## config.mk

```make
export PLATFORM = sky130hd
export DESIGN_NAME = serial_link_channel_striper
export DESIGN_NICKNAME = d
export VERILOG_FILES = /design/src/rtl/serial_link_channel_striper.sv
export SDC_FILE = /design/constraint.sdc
export NUM_CORES = 1
export LEC_CHECK = 0
export ABC_CLOCK_PERIOD_IN_PS = 24700
export CAP_MARGIN = 15
export CORE_UTILIZATION = 58
export DETAILED_ROUTE_END_ITERATION = 8
export GPL_TIMING_DRIVEN = 0
export PLACE_DENSITY = 0.85
export SYNTH_ARGS = -nofsm -noshare
export SYNTH_HDL_FRONTEND = slang
export SYNTH_SLANG_ARGS = --single-unit
```

## constraint.sdc

```tcl
create_clock -name clk_i -period 24.7 [get_ports clk_i]
set_clock_uncertainty 0.05 [all_clocks]
set_input_delay 4.94 -clock clk_i [delete_from_list [all_inputs] [get_ports clk_i]]
set_output_delay 4.94 -clock clk_i [all_outputs]
set_load 0.01 [all_outputs]
```

## src/rtl/serial_link_channel_striper.sv

```systemverilog
// Transmit-side channel bonding: cuts wide flits into slices and stripes
// them round-robin over the enabled, credited physical channels.
module serial_link_channel_striper #(
  parameter int unsigned NumChannels = 8,
  parameter int unsigned ChanWidth   = 16,
  parameter int unsigned FlitWidth   = 64,
  parameter int unsigned MaxCredits  = 8,
  localparam int unsigned NumSlices = FlitWidth / ChanWidth,
  localparam int unsigned TagW =
    (NumSlices > 1) ? $clog2(NumSlices) : 1,
  localparam int unsigned CntW = $clog2(MaxCredits + 1)
) (
  input  logic                           clk_i,
  input  logic                           rst_ni,
  input  logic [FlitWidth-1:0]           flit_i,
  input  logic                           flit_valid_i,
  output logic                           flit_ready_o,
  input  logic [NumChannels-1:0]         cfg_ch_en_i,
  input  logic                           cfg_update_i,
  output logic [NumChannels-1:0]         ch_valid_o,
  output logic [NumChannels*ChanWidth-1:0] ch_data_o,
  output logic [NumChannels*TagW-1:0]    ch_tag_o,
  input  logic [NumChannels-1:0]         credit_ret_i,
  output logic [NumChannels*CntW-1:0]    credits_o,
  output logic [NumChannels-1:0]         active_mask_o,
  output logic                           busy_o,
  output logic                           credit_err_o
);

  localparam int unsigned PtrW =
    (NumChannels > 1) ? $clog2(NumChannels) : 1;
  localparam int unsigned IdxW = $clog2(NumSlices + 1);

  if (FlitWidth % ChanWidth != 0) begin : g_bad_width
    $error("FlitWidth must be a multiple of ChanWidth");
  end

  typedef enum logic {Idle, Send} state_e;

  state_e                               state_q, state_d;
  logic [FlitWidth-1:0]                 flit_q, flit_d;
  logic [IdxW-1:0]                      idx_q, idx_d;
  logic [PtrW-1:0]                      rr_q, rr_d;
  logic [NumChannels-1:0]               mask_q, mask_d;
  logic [NumChannels-1:0]               pmask_q, pmask_d;
  logic                                 pend_q, pend_d;
  logic [NumChannels-1:0][CntW-1:0]     cred_q, cred_d;
  logic [NumChannels-1:0]               valid_q, valid_d;
  logic [NumChannels-1:0][ChanWidth-1:0] data_q, data_d;
  logic [NumChannels-1:0][TagW-1:0]     tag_q, tag_d;
  logic                                 err_q, err_d;

  logic [NumSlices-1:0][ChanWidth-1:0]  slices;
  logic [NumChannels-1:0]               elig;
  logic [NumChannels-1:0]               asg;
  logic [NumChannels-1:0][TagW-1:0]     slot;
  logic [IdxW-1:0]                      n_asg;
  logic [PtrW-1:0]                      last_ch;

  assign slices       = flit_q;
  assign flit_ready_o = (state_q == Idle) & (|mask_q) & ~pend_q;

  always_comb begin
    for (int unsigned c = 0; c < NumChannels; c++) begin
      elig[c] = mask_q[c] & (cred_q[c] != '0);
    end
  end

  // Walk from the rr pointer, handing consecutive slices to eligible channels.
  always_comb begin
    int unsigned     cnt;
    logic [PtrW-1:0] c;
    asg     = '0;
    slot    = '0;
    cnt     = 0;
    c       = '0;
    last_ch = rr_q;
    for (int unsigned i = 0; i < NumChannels; i++) begin
      c = PtrW'((32'(rr_q) + i) % NumChannels);
      if (state_q == Send && elig[c] &&
          (32'(idx_q) + cnt < NumSlices)) begin
        asg[c]  = 1'b1;
        slot[c] = TagW'(32'(idx_q) + cnt);
        cnt     = cnt + 1;
        last_ch = c;
      end
    end
    n_asg = IdxW'(cnt);
  end

  always_comb begin
    state_d = state_q;
    flit_d  = flit_q;
    idx_d   = idx_q;
    rr_d    = rr_q;
    mask_d  = mask_q;
    pend_d  = pend_q;
    pmask_d = pmask_q;
    cred_d  = cred_q;
    valid_d = asg;
    data_d  = data_q;
    tag_d   = tag_q;
    err_d   = err_q;

    unique case (state_q)
      Idle: begin
        if (pend_q) begin
          mask_d = pmask_q;
          pend_d = 1'b0;
        end else if (flit_valid_i && flit_ready_o) begin
          flit_d  = flit_i;
          idx_d   = '0;
          state_d = Send;
        end
      end
      Send: begin
        if (n_asg != '0) begin
          rr_d  = (last_ch == PtrW'(NumChannels - 1)) ?
                  '0 : last_ch + PtrW'(1);
          idx_d = idx_q + n_asg;
          if (32'(idx_q) + 32'(n_asg) == NumSlices) begin
            state_d = Idle;
          end
        end
      end
      default: state_d = Idle;
    endcase

    // A later pulse wins, including one landing on the apply cycle.
    if (cfg_update_i) begin
      pend_d  = 1'b1;
      pmask_d = cfg_ch_en_i;
    end

    for (int unsigned c = 0; c < NumChannels; c++) begin
      if (asg[c]) begin
        data_d[c] = slices[slot[c]];
        tag_d[c]  = slot[c];
      end
      unique case ({asg[c], credit_ret_i[c]})
        2'b10: cred_d[c] = cred_q[c] - CntW'(1);
        2'b01: begin
          if (cred_q[c] == CntW'(MaxCredits)) begin
            err_d = 1'b1;
          end else begin
            cred_d[c] = cred_q[c] + CntW'(1);
          end
        end
        default: ;
      endcase
    end
  end

  always_ff @(posedge clk_i or negedge rst_ni) begin
    if (!rst_ni) begin
      state_q <= Idle;
      flit_q  <= '0;
      idx_q   <= '0;
      rr_q    <= '0;
      mask_q  <= '1;
      pend_q  <= 1'b0;
      pmask_q <= '0;
      cred_q  <= {NumChannels{CntW'(MaxCredits)}};
      valid_q <= '0;
      data_q  <= '0;
      tag_q   <= '0;
      err_q   <= 1'b0;
    end else begin
      state_q <= state_d;
      flit_q  <= flit_d;
      idx_q   <= idx_d;
      rr_q    <= rr_d;
      mask_q  <= mask_d;
      pend_q  <= pend_d;
      pmask_q <= pmask_d;
      cred_q  <= cred_d;
      valid_q <= valid_d;
      data_q  <= data_d;
      tag_q   <= tag_d;
      err_q   <= err_d;
    end
  end

  assign ch_valid_o    = valid_q;
  assign ch_data_o     = data_q;
  assign ch_tag_o      = tag_q;
  assign credits_o     = cred_q;
  assign active_mask_o = mask_q;
  assign busy_o        = (state_q == Send);
  assign credit_err_o  = err_q;

endmodule
```

## Word level (Yosys, flattened, before mapping)

Index checks and enable logic that the tools add are counted.

- Logic and storage cells: 364
- Flip-flop bits (word level): 273
- Output and inout bits: 195
- Input port bits: 84

- Add/subtract/negate cells: 40
- Bitwise gates (word level): 20
- Eq/ne operators: 38
- Reductions and logical operators: 55
- Order comparisons: 32
- Muxes and demuxes: 146

Operator list:

| operator | number |
|---|---|
| 16-bit binary-select mux with 2-bit select | 8 |
| 16-bit 2-to-1 mux | 16 |
| 3-bit by 32-bit adder with 32-bit output | 7 |
| 32-bit by 3-bit < comparator with 1-bit output (second input constant) | 7 |
| 32-bit by 1-bit adder with 32-bit output (second input constant) | 6 |
| 32-bit 2-to-1 mux | 6 |
| 16-bit bitwise mux | 7 |
| 8-bit 2-to-1 mux | 8 |
| 4-bit case mux with 2 select lines | 8 |
| 8-bit OR | 7 |
| 2-bit demux with 3-bit select | 8 |
| 1-bit 2-to-1 mux | 39 |
| 3-bit 2-to-1 mux | 12 |
| 4-bit by 1-bit adder with 4-bit output (second input constant) | 8 |
| 4-bit == test (second input constant) | 8 |
| 3-bit by 4-bit < comparator with 1-bit output (second input constant) | 8 |
| 4-bit 2-to-1 mux | 8 |
| 4-bit nonzero test | 8 |
| 4-bit by 1-bit subtractor with 4-bit output (second input constant) | 8 |
| 1-bit logical AND | 25 |
| 1-bit binary-select mux with 3-bit select | 8 |
| 1-bit demux with 3-bit select | 8 |
| 3-bit by 1-bit >= comparator with 1-bit output (second input constant) | 8 |
| 2-bit by 3-bit < comparator with 1-bit output (second input constant) | 8 |
| other kinds (23) | 87 |

## Longest topological paths before layout

Gate-level depths: netlist (run 1).

- Depth after elaboration: 51
- Mapped depth: 73
- Depth with buffers taken out: 68

## Least setup slack after synthesis (run 1)

Ideal clock, no wire load.

- Path kind: reg-to-reg
- From: reg cred_q, in the netlist credits_o[13]
- To: reg state_q (netlist: busy_o)
- Path buffers: 4
- Slack: 9,145 ps
- Clock period less this slack: 15,555 ps
- Cell stages (with the launch flop): 72
- Data arrival time: 15,368 ps
- Required time: 24,512 ps
- Library setup time: 138 ps
- Path through: dfrtp_1 o41ai_1 mux2i_1 mux4_2 and2_1 clkbuf_1 ha_1 ha_1 nor2_1 o21ai_0 nor2_1 ha_1 ha_1 ha_1 xor2_1 a311oi_1 o41ai_4 xor2_1 (+36 left out) nand2_1 xnor2_1 inv_1 ha_1 nand4b_1 a31o_2 or3_1 buf_2 a311o_1 buf_6 xnor2_1 ha_1 fa_1 nor2_1 a31oi_1 or4_1 o31ai_1 nand2_1

- Word-level cells in the longest chain between the ends: 40
- Elaborated cells on any way between the ends: 69
- Those cells by class: 15 x add/sub; 7 x order compare; 1 x eq/ne; 27 x mux; 1 x bitwise; 18 x reduce/logical

Ends and longest elaborated chain:

| item | RTL line | source |
|---|---|---|
| start: declaration | 47 | `logic [NumChannels-1:0][CntW-1:0] cred_q, cred_d;` |
| start signal: assignment | 163 | `cred_q <= {NumChannels{CntW'(MaxCredits)}};` |
| start signal: assignment | 176 | `cred_q <= cred_d;` |
| 4-bit nonzero test (*) | 65 | `elig[c] = mask_q[c] & (cred_q[c] != '0);` |
| 1-bit AND (*) | 65 |  |
| 1-bit binary-select mux with 3-bit select | 80 | `if (state_q == Send && elig[c] &&` |
| 1-bit 2-to-1 mux (not written as such) | 80 |  |
| 1-bit logical AND (2 in a row) | 80 |  |
| 1-bit 2-to-1 mux | 80 |  |
| 3-bit by 32-bit adder with 32-bit output | n/a |  |
| 32-bit by 3-bit < comparator with 1-bit output | 81 | `(32'(idx_q) + cnt < NumSlices)) begin` |
| (+24 left out) | n/a |  |
| 1-bit logical AND | 80 |  |
| 3-bit 2-to-1 mux (*) | 80 |  |
| 3-bit by 3-bit adder with 4-bit output | 121 | `if (32'(idx_q) + 32'(n_asg) == NumSlices) begin` |
| 4-bit by 3-bit == test with 1-bit output | 121 |  |
| 1-bit 2-to-1 mux | 121 |  |
| 1-bit 2-to-1 mux (*) | 117 | `if (n_asg != '0) begin` |
| 1-bit case mux with 2 select lines (*) | 105 | `unique case (state_q)` |
| net state_d | 40 | `state_e state_q, state_d;` |
| end signal: assignment | 156 | `state_q <= Idle;` |
| end signal: assignment | 169 | `state_q <= state_d;` |
| end: declaration | 40 |  |

The timed path passes the listed nets; every way through them passes the cells marked *. The select of a mux whose other input is x is not followed.
A chain may end at the register's enable or synchronous reset.

## Worst setup path in the final report (run 1)

- From: reg cred_q, in the netlist credits_o[4]
- To: reg cred_q, in the netlist credits_o[15]

- Word-level cells in the longest chain between the ends: 38
- Elaborated cells on any way between the ends: 82
- Those cells by class: 13 x add/sub; 7 x order compare; 3 x eq/ne; 32 x mux; 8 x bitwise; 19 x reduce/logical

Ends and longest elaborated chain:

| item | RTL line | source |
|---|---|---|
| 4-bit nonzero test (*) | 65 |  |
| 1-bit AND (*) | 65 |  |
| 1-bit binary-select mux with 3-bit select | 80 |  |
| 1-bit 2-to-1 mux (not written as such) | 80 |  |
| 1-bit logical AND (2 in a row) | 80 |  |
| 1-bit 2-to-1 mux | 80 |  |
| 3-bit by 32-bit adder with 32-bit output | n/a |  |
| 32-bit by 3-bit < comparator with 1-bit output | 81 |  |
| (+21 left out) | n/a |  |
| 32-bit 2-to-1 mux | 80 |  |
| 3-bit by 32-bit adder with 32-bit output | n/a |  |
| 32-bit by 3-bit < comparator with 1-bit output | 81 |  |
| 1-bit logical AND | 80 |  |
| 8-bit 2-to-1 mux (*) | 80 |  |
| 2-bit by 1-bit == test with 1-bit output or 2-bit == test (tied branches) | 140 | `unique case ({asg[c], credit_ret_i[c]})` |
| 2-bit != test (no source line) or 2-bit nonzero test (tied branches) | n/a |  |
| 2-bit AND reduction (no source line) | n/a |  |

Mark *: on every way between the ends. The rest lies on a longest branch, timed or not. The select of a mux whose other input is x is not followed.

==> impl_metrics.env, run 1 <==
export IMPL_core_area_mm2=0.0316
export IMPL_setup_viol=0
export IMPL_synth_top_area_share_pct=34.4
export IMPL_relSlewSlack_pct=23.4
export IMPL_clockBufferDepth=3
export IMPL_start_util_pct=59.2
export IMPL_die_y_um=182
export IMPL_grt_max_degree=115
export IMPL_maxCapViolations=0
export IMPL_die_area_mm2=0.0330
export IMPL_place_hpwl_mm=50.4
export IMPL_fin_ws_ns=4.98
export IMPL_slew_viol_final=0
export IMPL_grt_antenna_before_repair=0
export IMPL_synth_area_mm2=0.0187
export IMPL_worstSetupEndpointType="flip-flop"
export IMPL_grt_overflow_total=0
export IMPL_fin_nets=2262
export IMPL_wl_mm=67.3
export IMPL_wl_per_cell_um=26.5
export IMPL_post_cts_buffers=0
export IMPL_dr_total_vias=17200
export IMPL_power_density_mw_per_mm2=53.7
export IMPL_synth_edf_count=0
export IMPL_gr_usage_all_layers_pct=40.5
export IMPL_num_antenna_cells=0
export IMPL_synth_area_leaders="dfrtp_1 34%, mux2i_1 14%, mux2_2 7.1%"
export IMPL_crit_top_cell="ha_1"
export IMPL_syn_nets=1951
export IMPL_place_ws_ns=5.46
export IMPL_yosysWarnings=0
export IMPL_drc=0
export IMPL_design_area_mm2=0.0231
export IMPL_yosysSeqAreaShare_pct=36.6
export IMPL_syn_inst=1798
export IMPL_n_fill_cell=2187
export IMPL_htree_levels=1
export IMPL_portBuffers=275
export IMPL_async_flop_share_pct=100
export IMPL_leakagePower_nw=10.3
export IMPL_cp_arrival_ns=20.16
export IMPL_path_class="flip-flop to flip-flop"
export IMPL_drtIter0Drc=2464
export IMPL_drt_pass1_iter_count=9
export IMPL_hold_violations=0
export IMPL_clock_latency_ns=0.57
export IMPL_synthDistinctLibCells=104
export IMPL_antenna_left=0
export IMPL_start_kind="flip-flop"
export IMPL_cts_tree="done"
export IMPL_cts_resized=0
export IMPL_dpl_cell_area_mm2=0.0220
export IMPL_grt_first_pass_wirelength_mm=102
export IMPL_required_ns=25.14
export IMPL_synthToLayoutAreaGrowth_pct=23.3
export IMPL_status="finished clean"
export IMPL_crit_slowest_cell="o41ai_1"
export IMPL_hold_class="flip-flop to flip-flop"
export IMPL_rsz0062_at_grt="no"
export IMPL_whs_ns=0.434
export IMPL_tns_ns=0
export IMPL_gp_congestion=0.977
export IMPL_cts_reportedPaths_clkPinSlew_ns=0.06
export IMPL_fin_crit_ns=19.72
export IMPL_max_freq_mhz=50.7
export IMPL_worst_pin_slew_ns=1.13
export IMPL_synth_flop_cell="dfrtp_1"
export IMPL_drive_gt1_share_pct=15.9
export IMPL_numCtsBuffers=30
export IMPL_hold_buffers=0
export IMPL_cts_root_buf="clkbuf_16"
export IMPL_syn_area_per_cell_um2=10.4
export IMPL_ios=279
export IMPL_max_vdd_ir_drop_mv=0.0885
export IMPL_rows=65
export IMPL_cp_slowest_stage_delay_ns=1.05
export IMPL_viasPerCell=6.80
export IMPL_path_max_fanout=11
export IMPL_grt_pass1_vias=17000
export IMPL_clkSinkCount=273
export IMPL_fin_crit_sh_pct=79.8
export IMPL_synth_top_area_cell="dfrtp_1"
export IMPL_ys_ff_latch=273
export IMPL_die_w_um=182
## cells by family after synthesis
family,share of synthesized area (%)
buf+inv,5.92
flops,36.6
mux,22.6
xor+xnor,2.15
compound gates,17.7
fa+ha+maj,5.17
simple gates,9.85
## sequential cells by signal (all words and copies together), names as in the netlist
name	cells
idx_q	3
active_mask_o	8
rr_q	3
ch_tag_o	16
flit_q	64
pend_q	1
ch_valid_o	8
credit_err_o	1
credits_o	32
ch_data_o	128
busy_o	1
pmask_q	8
## final cells by class
class / count / area (um^2) / share of cell area [%]
clock inverters: 13 / 174 / 0.754
clock buffers: 42 / 867 / 3.76
plain buffers: 164 / 754 / 3.27
flip-flops and latches: 273 / 6850 / 29.7
well taps: 402 / 503 / 2.18
multi-input cells: 1267 / 10800 / 46.6
repair buffers: 279 / 2820 / 12.2
inverters: 94 / 353 / 1.53
## cell usage in the layout (no fill, tap or decap), types with 7 or more instances in the layout
cell type	instances
clkdlybuf4s50_1	274
mux2i_1	266
dfrtp_1	257
mux2_2	118
nor2_1	117
nand2_1	114
clkbuf_1	95
inv_1	89
ha_1	55
a21oi_1	49
a222oi_1	46
buf_2	45
o21ai_0	36
a21o_1	31
a221oi_1	31
clkbuf_16	31
nand3_1	29
nor3_1	27
a221oi_2	24
xnor2_1	21
o22ai_1	19
a31oi_1	17
dfstp_2	16
xor2_1	15
o2bb2ai_1	15
fa_1	14
nor4_1	13
nor2b_1	13
nand4_1	10
buf_4	10
buf_1	9
o221a_1	9
or3_1	8
clkbuf_2	8
o221a_2	8
and3_1	7
o31ai_4	7
clkinv_2	7
## critical path: cells and delay by family (launching register included)
kind | cells | cell delay (ns)
xor gates and xnor gates | 6 | 1.64
buffers and inverters | 11 | 1.82
and+or+nand+nor | 17 | 3.67
adders and majority gates | 16 | 4.60
muxes | 4 | 1.34
AOI/OAI and AO/OA | 17 | 6.02
DFF | 1 | 0.50
## cells in the mapped netlist, types with 14 or more instances
cell type,number
dfrtp_1,257
nor2_1,117
a222oi_1,46
o22ai_1,19
nor3_1,27
xor2_1,15
a221oi_1,31
nand2_1,114
mux2_2,118
dfstp_2,16
a221oi_2,24
ha_1,55
nand3_1,29
clkbuf_1,89
o21ai_0,36
fa_1,14
a31oi_1,17
a21o_1,31
mux2i_1,266
xnor2_1,21
o2bb2ai_1,15
buf_2,43
a21oi_1,49
inv_1,89
## stage by stage
stage	power, mW	cells	utilization, %
finish	1.24	2534	73.0
global route	1.28	2534	73.0
CTS	1.24	2533	72.9
detailed placement	0.765	2478	69.7
global placement	0.750	2475	69.4
floorplan	0.647	1798	-
## metal layers
| layer | wire, um | part of all wire, % | up-vias | global-route usage, % |
|---|---|---|---|---|
| met4 | 3520 | 5.2 | 0 | 19.8 |
| met1 | 25800 | 38 | 8430 | 53.8 |
| met5 | 0 | 0 | - | 0 |
| li1 | - | - | 7313 | - |
| met2 | 31000 | 46 | 1264 | 64.7 |
| met3 | 6930 | 10 | 229 | 6.44 |
## path summary, 6_finish.rpt
kind	from	to	slack (ns)	cells past startpoint
setup / recovery	credits_o[4]	credits_o[15]	4.98	71
hold / removal	ch_tag_o[3]	ch_tag_o[3]	0.43	1
setup reg to reg	credits_o[4]	credits_o[15]	4.98	71
hold reg to reg	ch_tag_o[3]	ch_tag_o[3]	0.43	1
max in group asynchronous	rst_ni	flit_q[30]	18.91	3
min in group asynchronous	rst_ni	credits_o[16]	4.28	1
## report_power, final
group | switching, mW | internal [mW] | leakage (nW)
Clock | 0.192 | 0.286 | 0.515
Sequential | 0.0642 | 0.481 | 3.66
Combinational | 0.0968 | 0.120 | 6.13
Note: power is estimated with default switching activity, not from simulation.
==> run 2, diff against run 1 <==
- ABC_CLOCK_PERIOD_IN_PS: 24700 -> 19800
- CORE_UTILIZATION: 58 -> 56
- PLACE_DENSITY: 0.85 -> 0.82
- clock period: 24.7 -> 19.8 ns (I/O delays scaled with it)
==> run 2 against run 1 <==
  * Register-to-register slack got worse by 4.0 ns
  * Hold slack improved by 0.022 ns
  * Clock-buffer cell count is 4 higher
  * Die area grew 3.5%
  * Non-clock buffer count shrank 1
  * Fmax up 4.6%
  * Cell area rose by 0.48%
  * Critical path depth unchanged
  * Clock power rose by 17%
==> impl_metrics.env, run 2 (synthesis gave the netlist of run 1 again) <==
export IMPL_mostFrequentLayoutCell="clkdlybuf4s50_1"
export IMPL_grt_antenna_before_repair=0
export IMPL_viasPerCell=6.66
export IMPL_setup_viol=0
export IMPL_worst_pin_slew_ns=1.06
export IMPL_whs_ns=0.457
export IMPL_die_w_um=185
export IMPL_gr_usage_all_layers_pct=39.9
export IMPL_fin_nets=2260
export IMPL_num_antenna_cells=0
export IMPL_fin_total_pwr_mw=1.51
export IMPL_leakagePower_nw=10.3
export IMPL_fin_crit_sh_pct=95.2
export IMPL_hold_buffers=0
export IMPL_maxCapViolations=0
export IMPL_numPlacedInstances=2518
export IMPL_post_cts_buffers=0
export IMPL_ios=279
export IMPL_largest_reg_flops=128
export IMPL_max_freq_mhz=53.0
export IMPL_n_fill_cell=2449
export IMPL_max_vdd_ir_drop_mv=0.0957
export IMPL_wl_mm=67.8
export IMPL_power_density_mw_per_mm2=65.3
export IMPL_stdcell_count=2571
export IMPL_rows=66
export IMPL_cts_tree="done"
export IMPL_rsz0062_at_grt="no"
export IMPL_cts_root_buf="clkbuf_16"
export IMPL_slew_viol_final=0
export IMPL_dpl_cell_area_mm2=0.0221
export IMPL_htree_levels=1
export IMPL_core_area_mm2=0.0327
export IMPL_drtIter0Drc=2258
export IMPL_clock_latency_ns=0.55
export IMPL_synthToLayoutAreaGrowth_pct=23.9
export IMPL_grt_overflow_total=0
export IMPL_crit_top_cell="ha_1"
export IMPL_dr_total_vias=17100
export IMPL_gp_congestion=0.982
export IMPL_drive_gt1_share_pct=16.1
export IMPL_grt_max_degree=121
export IMPL_start_util_pct=57.2
export IMPL_hold_class="flip-flop to flip-flop"
export IMPL_clockBufferDepth=3
export IMPL_cp_arrival_ns=19.29
export IMPL_required_ns=20.23
export IMPL_clkSinkCount=273
export IMPL_design_area_mm2=0.0232
export IMPL_start_kind="flip-flop"
export IMPL_numCtsBuffers=29
export IMPL_tns_ns=0
export IMPL_drc=0
export IMPL_portBuffers=275
export IMPL_wl_per_cell_um=26.4
export IMPL_crit_slowest_cell="a31oi_1"
export IMPL_drt_pass1_iter_count=8
export IMPL_hold_violations=0
export IMPL_place_hpwl_mm=51.0
export IMPL_die_y_um=185
export IMPL_cp_slowest_stage_delay_ns=0.75
export IMPL_crit_family="compound AO/OA/AOI/OAI gates"
export IMPL_fin_crit_ns=18.86
export IMPL_die_area_mm2=0.0342
export IMPL_grt_pass1_vias=17100
export IMPL_relSlewSlack_pct=29.3
export IMPL_cts_reportedPaths_clkPinSlew_ns=0.06
export IMPL_worstSetupEndpointType="flip-flop"
export IMPL_path_max_fanout=11
export IMPL_grt_first_pass_wirelength_mm=103
export IMPL_status="finished clean"
export IMPL_layout_cells_most_common_list="274 x clkdlybuf4s50_1, 266 x mux2i_1, 257 x dfrtp_1"
export IMPL_path_class="flip-flop to flip-flop"
export IMPL_antenna_left=0
export IMPL_crit_buf_inv=11
## run 2: changes by cell type in the layout (fill, tap and decap cells not counted), sizes merged
cell | previous run | this run
bufinv | 4 | 2
clkbuf | 139 | 144
clkinv | 9 | 4
clkinvlp | 1 | 0
buf | 72 | 70
inv | 93 | 95
## run 2: where the power goes
group          total (mW)  leakage, nW  internal [mW]  switching (mW)
clock network       0.559        0.469          0.323           0.236
logic               0.272         6.16          0.150           0.122
registers           0.683         3.66          0.599          0.0831
## run 2: worst paths after layout
kind | start | cells after the start | slack, ns | end
worst max-delay path | credits_o[9] | 71 | 0.94 | credits_o[11]
worst min-delay path | pmask_q[0] | 1 | 0.46 | active_mask_o[0]
worst max register to register | credits_o[9] | 71 | 0.94 | credits_o[11]
worst min register to register | pmask_q[0] | 1 | 0.46 | active_mask_o[0]
max in group asynchronous | rst_ni | 4 | 15.12 | ch_data_o[45]
min in group asynchronous | rst_ni | 1 | 3.13 | credits_o[16]
## run 2: routing by layer
layer	wire [um]	GRT usage [%]	share of wire, %	vias up
li1	-	-	-	7318
met1	26100	51.6	38	8460
met2	31700	64.2	47	1109
met3	6310	7.49	9.3	229
met4	3750	20.2	5.5	0
met5	0	0	0	-
## run 2: cell type report
type                    instances  area, um^2  share of cell area (%)
flip-flops and latches        273        6850                    29.5
plain buffers                 164         758                    3.27
repair buffers                278        2840                    12.2
inverters                      94         353                    1.52
multi-input cells            1267       10900                    46.9
clock inverters                 7        96.3                   0.415
well taps                     442         553                    2.38
clock buffers                  46         860                    3.71
## run 2: what timing repair did
action	in CTS	in global routing
resized for setup	4	16
endpoints found under the setup margin	2	187
endpoints found under the hold margin	0	0
## run 2: per-stage QoR
| stage | util, % | worst slack (ns) |
|---|---|---|
| final | 70.9 | 0.942 |
| after global routing | 70.9 | 0.0652 |
| after CTS | 70.6 | 0.207 |
| after detailed placement | 67.6 | -0.0948 |
| after global placement | 67.3 | 0.229 |
| after floorplan | - | 4.24 |
